## src/rtl/shift_arbiter_if.sv

```systemverilog
// Request/response bundle between the execution slots, the shared shift
// arbiter and the writeback consumer.
interface shift_arbiter_if #(
  parameter int NREQ = 4,
  parameter int W    = 32
);
  logic [NREQ-1:0]   req_valid;
  logic [NREQ-1:0]   req_ready;
  logic [NREQ*W-1:0] req_data;
  logic [NREQ*5-1:0] req_shamt;
  logic [NREQ*2-1:0] req_op;
  logic              resp_valid;
  logic              resp_ready;
  logic [W-1:0]      resp_data;
  logic [1:0]        resp_id;
  logic              resp_err;

  modport master (
    output req_valid, req_data, req_shamt, req_op, resp_ready,
    input  req_ready, resp_valid, resp_data, resp_id, resp_err
  );

  modport slave (
    input  req_valid, req_data, req_shamt, req_op, resp_ready,
    output req_ready, resp_valid, resp_data, resp_id, resp_err
  );
endinterface

```

## src/rtl/shift_arbiter.sv

```systemverilog
// Round-robin arbiter sharing one set of 32-bit shifters (SLL/SRL/SRA)
// among four requesters, with a registered valid/ready result stage.
module shift_left (
  input  logic [31:0] a_i,
  input  logic [4:0]  shamt_i,
  output logic [31:0] y_o
);
  assign y_o = a_i << shamt_i;
endmodule

module shift_right_unsigned (
  input  logic [31:0] a_i,
  input  logic [4:0]  shamt_i,
  output logic [31:0] y_o
);
  assign y_o = a_i >> shamt_i;
endmodule

module shift_right_signed (
  input  logic [31:0] a_i,
  input  logic [4:0]  shamt_i,
  output logic [31:0] y_o
);
  assign y_o = $unsigned($signed(a_i) >>> shamt_i);
endmodule

module shift_arbiter #(
  parameter int NREQ = 4,
  parameter int W    = 32
) (
  input  logic           clk,
  input  logic           reset_n,
  shift_arbiter_if.slave bus,
  output logic           busy
);
  typedef enum logic [1:0] {IDLE, EXEC, RESP} state_t;

  state_t       state_q, state_d;
  logic [1:0]   rr_ptr_q, rr_ptr_d;
  logic [W-1:0] op_data_q, op_data_d;
  logic [4:0]   op_shamt_q, op_shamt_d;
  logic [1:0]   op_code_q, op_code_d;
  logic [1:0]   op_id_q, op_id_d;
  logic         resp_valid_q, resp_valid_d;
  logic [W-1:0] resp_data_q, resp_data_d;
  logic [1:0]   resp_id_q, resp_id_d;
  logic         resp_err_q, resp_err_d;

  logic [W-1:0]    slot_data  [NREQ];
  logic [4:0]      slot_shamt [NREQ];
  logic [1:0]      slot_op    [NREQ];
  logic [NREQ-1:0] grant;
  logic [1:0]      grant_id;
  logic [1:0]      probe;
  logic            grant_found;
  logic [W-1:0]    sll_y, srl_y, sra_y, sel_y;

  generate
    for (genvar gi = 0; gi < NREQ; gi++) begin : g_slot
      assign slot_data[gi]  = bus.req_data[gi*W +: W];
      assign slot_shamt[gi] = bus.req_shamt[gi*5 +: 5];
      assign slot_op[gi]    = bus.req_op[gi*2 +: 2];
    end
  endgenerate

  // Search starts at rr_ptr and wraps; the first valid requester wins.
  always_comb begin
    grant       = '0;
    grant_id    = 2'd0;
    grant_found = 1'b0;
    probe       = 2'd0;
    for (int k = 0; k < NREQ; k++) begin
      probe = rr_ptr_q + 2'(k);
      if (!grant_found && bus.req_valid[probe]) begin
        grant[probe] = 1'b1;
        grant_id     = probe;
        grant_found  = 1'b1;
      end
    end
  end

  shift_left           u_sll (.a_i(op_data_q), .shamt_i(op_shamt_q), .y_o(sll_y));
  shift_right_unsigned u_srl (.a_i(op_data_q), .shamt_i(op_shamt_q), .y_o(srl_y));
  shift_right_signed   u_sra (.a_i(op_data_q), .shamt_i(op_shamt_q), .y_o(sra_y));

  always_comb begin
    case (op_code_q)
      2'b00:   sel_y = sll_y;
      2'b01:   sel_y = srl_y;
      2'b10:   sel_y = sra_y;
      default: sel_y = op_data_q;
    endcase
  end

  always_comb begin
    state_d      = state_q;
    rr_ptr_d     = rr_ptr_q;
    op_data_d    = op_data_q;
    op_shamt_d   = op_shamt_q;
    op_code_d    = op_code_q;
    op_id_d      = op_id_q;
    resp_valid_d = resp_valid_q;
    resp_data_d  = resp_data_q;
    resp_id_d    = resp_id_q;
    resp_err_d   = resp_err_q;
    case (state_q)
      IDLE: begin
        if (grant_found) begin
          op_data_d  = slot_data[grant_id];
          op_shamt_d = slot_shamt[grant_id];
          op_code_d  = slot_op[grant_id];
          op_id_d    = grant_id;
          rr_ptr_d   = grant_id + 2'd1;
          state_d    = EXEC;
        end
      end
      EXEC: begin
        resp_data_d  = sel_y;
        resp_id_d    = op_id_q;
        resp_err_d   = (op_code_q == 2'b11);
        resp_valid_d = 1'b1;
        state_d      = RESP;
      end
      RESP: begin
        if (bus.resp_ready) begin
          resp_valid_d = 1'b0;
          state_d      = IDLE;
        end
      end
      default: state_d = IDLE;
    endcase
  end

  always_ff @(posedge clk) begin
    if (!reset_n) begin
      state_q      <= IDLE;
      rr_ptr_q     <= 2'd0;
      op_data_q    <= '0;
      op_shamt_q   <= '0;
      op_code_q    <= '0;
      op_id_q      <= '0;
      resp_valid_q <= 1'b0;
      resp_data_q  <= '0;
      resp_id_q    <= '0;
      resp_err_q   <= 1'b0;
    end else begin
      state_q      <= state_d;
      rr_ptr_q     <= rr_ptr_d;
      op_data_q    <= op_data_d;
      op_shamt_q   <= op_shamt_d;
      op_code_q    <= op_code_d;
      op_id_q      <= op_id_d;
      resp_valid_q <= resp_valid_d;
      resp_data_q  <= resp_data_d;
      resp_id_q    <= resp_id_d;
      resp_err_q   <= resp_err_d;
    end
  end

  // Grant is masked while reset is held so no requester sees an accept.
  assign bus.req_ready  = (state_q == IDLE && reset_n) ? grant : '0;
  assign bus.resp_valid = resp_valid_q;
  assign bus.resp_data  = resp_data_q;
  assign bus.resp_id    = resp_id_q;
  assign bus.resp_err   = resp_err_q;
  assign busy           = (state_q != IDLE);
endmodule

```

## src/flat_wrapper.sv

```systemverilog
// flat-port wrapper written by rule: the top's interface ports become plain ports
module shift_arbiter_flat 
#(
  parameter int NREQ = 4,
  parameter int W    = 32
)
  (clk, reset_n, busy, bus_req_valid, bus_req_data, bus_req_shamt, bus_req_op, bus_resp_ready, bus_req_ready, bus_resp_valid, bus_resp_data, bus_resp_id, bus_resp_err);
  shift_arbiter_if #(.NREQ(NREQ), .W(W)) bus_i ();
  input  logic clk;
  input  logic reset_n;
  output logic busy;
  input wire logic [$bits(bus_i.req_valid)-1:0] bus_req_valid;
  input wire logic [$bits(bus_i.req_data)-1:0] bus_req_data;
  input wire logic [$bits(bus_i.req_shamt)-1:0] bus_req_shamt;
  input wire logic [$bits(bus_i.req_op)-1:0] bus_req_op;
  input wire logic [$bits(bus_i.resp_ready)-1:0] bus_resp_ready;
  output wire logic [$bits(bus_i.req_ready)-1:0] bus_req_ready;
  output wire logic [$bits(bus_i.resp_valid)-1:0] bus_resp_valid;
  output wire logic [$bits(bus_i.resp_data)-1:0] bus_resp_data;
  output wire logic [$bits(bus_i.resp_id)-1:0] bus_resp_id;
  output wire logic [$bits(bus_i.resp_err)-1:0] bus_resp_err;
  assign bus_i.req_valid = bus_req_valid;
  assign bus_i.req_data = bus_req_data;
  assign bus_i.req_shamt = bus_req_shamt;
  assign bus_i.req_op = bus_req_op;
  assign bus_i.resp_ready = bus_resp_ready;
  assign bus_req_ready = bus_i.req_ready;
  assign bus_resp_valid = bus_i.resp_valid;
  assign bus_resp_data = bus_i.resp_data;
  assign bus_resp_id = bus_i.resp_id;
  assign bus_resp_err = bus_i.resp_err;
  shift_arbiter #(.NREQ(NREQ), .W(W)) u_core (.clk(clk), .reset_n(reset_n), .bus(bus_i), .busy(busy));
endmodule
```

## config.mk

```make
export PLATFORM = sky130hd
export DESIGN_NAME = shift_arbiter_flat
export DESIGN_NICKNAME = d
export VERILOG_FILES = /design/src/rtl/shift_arbiter_if.sv /design/src/rtl/shift_arbiter.sv /design/src/flat_wrapper.sv
export SDC_FILE = /design/constraint.sdc
export NUM_CORES = 1
export LEC_CHECK = 0
export ABC_AREA = 1
export CAP_MARGIN = 40
export CORE_ASPECT_RATIO = 2
export CORE_MARGIN = 4
export CORE_UTILIZATION = 37
export DETAILED_ROUTE_END_ITERATION = 8
export PLACE_DENSITY = 0.76
export SLEW_MARGIN = 20
export SYNTH_ARGS = -nofsm -noshare
export SYNTH_HDL_FRONTEND = slang
export SYNTH_SLANG_ARGS = --single-unit
```

## constraint.sdc

```tcl
create_clock -name clk -period 2.6 [get_ports clk]
set_input_delay 0.78 -clock clk [delete_from_list [all_inputs] [get_ports clk]]
set_output_delay 0.78 -clock clk [all_outputs]
set_load 0.005 [all_outputs]
```

==> results.json <==
{
  "place_congestion": 1.06,
  "dr_total_vias": 11800,
  "cp-end-kind": "output pin",
  "r2r_setup_slack_ns": 0.20,
  "die_area_um2": 26100,
  "syn_nets": 1776,
  "insertedDiodeCount": 0,
  "grt_pass1_wl_mm": 65.6,
  "clk_pin_slew_ns": 0.07,
  "crit_path_end": "bus_req_ready[1]",
  "grt_overflow": 0,
  "routed_wl_mm": 43.5,
  "grt_max_degree": 69,
  "cts-hold-fix-buffers": 0,
  "port_buffers": 203,
  "min_path_type": "flop to flop",
  "syn_to_final_growth_pct": 37.4,
  "drt_iter0_drc": 753,
  "rows": 79,
  "reg2regPathDepth": 16,
  "cellPowerDensity_nw_per_um2": 1360,
  "maxSlewHeadroom_pct": 53.5,
  "start_util_pct": 37.4,
  "dieHeight_um": 224,
  "setup_violations": 4,
  "synth.yosys.warnings": 0,
  "async_flop_share_pct": 0,
  "synth.avg_cell_area_um2": 5.39,
  "final_cells": 2104,
  "grt_pass1_vias": 11800,
  "crit_path_max_fanout": 3,
  "cts.sinks": 81,
  "synth-seq-cells": 81,
  "syn_area_um2": 8660,
  "via_per_inst": 5.61,
  "ys_seq_area_share_pct": 18.7,
  "finalMaxSlewViolations": 0,
  "timing.clock.skew_ns": 0.0118,
  "firstDrtPassIters": 6,
  "drt-wirelength-per-cell_um": 20.7,
  "cts_buffers": 9,
  "dp_slack_ns": -0.836,
  "worstPathArrival_ns": 1.89,
  "drive_gt1_share_pct": 9.45,
  "final.min_clock_period_ns": 2.67,
  "violations": "setup timing",
  "max_freq_mhz": 375,
  "critical_path_class": "flop to output pin",
  "synth_edf_count": 0,
  "ioPinCount": 204,
  "fp.coreArea_um2": 23100,
  "cts_tree": "built",
  "dpl.hpwl_mm": 34.4,
  "cts_buffer_depth": 2,
  "ir_drop_uv": 918,
  "leakage_nw": 5.73,
  "cts-root-buf": "clkbuf_16",
  "antenna_found_initial": 0,
  "tightest_slew_ns": 0.697,
  "finalHoldViolCount": 0,
  "start_kind": "flop",
  "die_w_um": 116,
  "synthCells": 1606,
  "r2r_end": "u_core.op_data_q[11]",
  "synth_flop_cell": "dfxtp_1",
  "drv_cap": 0,
  "placed_cells": 2081,
  "nFillCells": 2548,
  "rsz0062_at_grt": "yes",
  "ant_nets": 0,
  "timing.rr.start": "u_core.rr_ptr_q[0]",
  "period_share_pct": 103,
  "drc": 0,
  "worst_slack_ns": -0.0657,
  "grt.total_usage_pct": 33.2,
  "crit_path_start": "u_core.rr_ptr_q[0]",
  "yosysUniqueCellTypes": 42,
  "outcome": "finished with violations",
  "required_ns": 1.82,
  "htreeDepth": 3,
  "fin_nets": 1986,
  "clock_latency_ns": 0.36
}
[critical path, stage by stage, from the launching register on]
cell and delay (ns):
dfxtp_4 0.37, inv_4 0.04, ha_4 0.27, inv_2 0.04, nand3_2 0.08, nand2_4 0.06, buf_6 0.13, nand3_4 0.08
inv_4 0.05, a21oi_2 0.11, o21ai_1 0.08, nand2_1 0.06, inv_1 0.03, buf_2 0.11
[placed cells by master (no fill, tap or decap), drive strengths merged, types with 4 or more instances in the layout]
cell,n
inv,164
a21oi,87
clkdlybuf4s50,195
o211ai,22
nand4,16
ha,7
nand2,521
nor2,77
o21ai,62
and2,10
nand3,374
clkbuf,9
clkinv,4
nand3b,47
dfxtp,81
a31oi,6
buf,105
nor3b,7
or2,13
[Yosys cell counts, types with 9 or more instances]
library cell | instances | area (um^2)
nand3_1 | 372 | 1860
a21oi_1 | 85 | 425
nand4_1 | 15 | 93.8
buf_1 | 22 | 82.6
clkbuf_1 | 46 | 173
nor2_1 | 75 | 282
nand3b_1 | 47 | 353
inv_1 | 155 | 582
or2_0 | 9 | 56.3
nand2_1 | 509 | 1910
o211ai_1 | 22 | 165
buf_2 | 26 | 130
o21ai_0 | 59 | 295
nand2_2 | 9 | 56.3
dfxtp_1 | 81 | 1620
and2_1 | 10 | 62.6
[power by group]
part	leakage, nW	switching [W]	internal, W	total [W]
Combinational	4.90	0.00807	0.00451	0.0126
Sequential	0.668	0.000480	0.00171	0.00219
Clock	0.158	0.000567	0.000852	0.00142
[logic make-up (layout without fill, tap and decap cells)]
family                     after synthesis  in the layout  share of synthesized area (%)
DFF                                     81             81                           18.7
adders and majority gates                7              7                           1.01
buffers and inverters                  265            480                           12.3
and+or+nand+nor                       1068           1068                           56.2
AOI/OAI and AO/OA                      185            185                           11.8
[worst min-delay path by stage]
stage | start | to | depth (start not counted)
after floorplan | u_core.op_id_q[0] | u_core.bus.resp_id[0] | 2
after global placement | u_core.op_id_q[0] | u_core.bus.resp_id[0] | 2
after detailed placement | u_core.op_id_q[0] | u_core.bus.resp_id[0] | 2
after CTS | u_core.op_id_q[0] | u_core.bus.resp_id[0] | 2
after global routing | u_core.op_id_q[0] | u_core.bus.resp_id[0] | 2
final | u_core.op_id_q[0] | u_core.bus.resp_id[0] | 2
[area by class of cell]
class | instances | area, um^2 | area share (%)
Timing Repair Buffer | 300 | 2890 | 24.2
Sequential cell | 81 | 1630 | 13.7
Clock buffer | 9 | 225 | 1.89
Inverter | 164 | 626 | 5.26
Clock inverter | 7 | 101 | 0.852
Tap cell | 283 | 354 | 2.98
Multi-Input combinational cell | 1260 | 6080 | 51.1
[state kept, by name (all words and copies together) (netlist names)]
register and flops:
u_core.bus.resp_data 32, u_core.bus.resp_err 1, u_core.bus.resp_id 2, u_core.bus.resp_valid 1
u_core.op_code_q 2, u_core.op_data_q 32, u_core.op_id_q 2, u_core.op_shamt_q 5
u_core.rr_ptr_q 2, u_core.state_q 2
[per-layer routing]
layer  global-route usage (%)  share of wire (%)  routed length (um)
met5                        0                  0                   0
met2                     60.4                 52               22800
met3                     3.77                6.0                2610
met4                     25.1                8.8                3850
met1                     33.4                 33               14200
[per-stage QoR]
step	power (W)	setup TNS (ns)	util (%)	instance area, um^2	hold WS (ns)
6_report	0.0162	-0.201	51.4	11900	0.452
4_1_cts	0.0160	-0.235	51.4	11900	0.448
3_5_place_dp	0.0143	-14.48	49.4	11400	0.436
3_3_place_gp	0.0142	-13.81	49.4	11400	0.432
2_1_floorplan	0.00956	0	-	8660	0.420
5_1_grt	0.0175	-0.580	51.4	11900	0.471
[what timing repair did]
action | 4_1_cts | 5_1_grt
pin swaps | 19 | 6
buffers inserted | 5 | 2
setup endpoints to repair | 5 | 4
gates resized for setup | 69 | 2
Power figures use the tool's default switching activity.
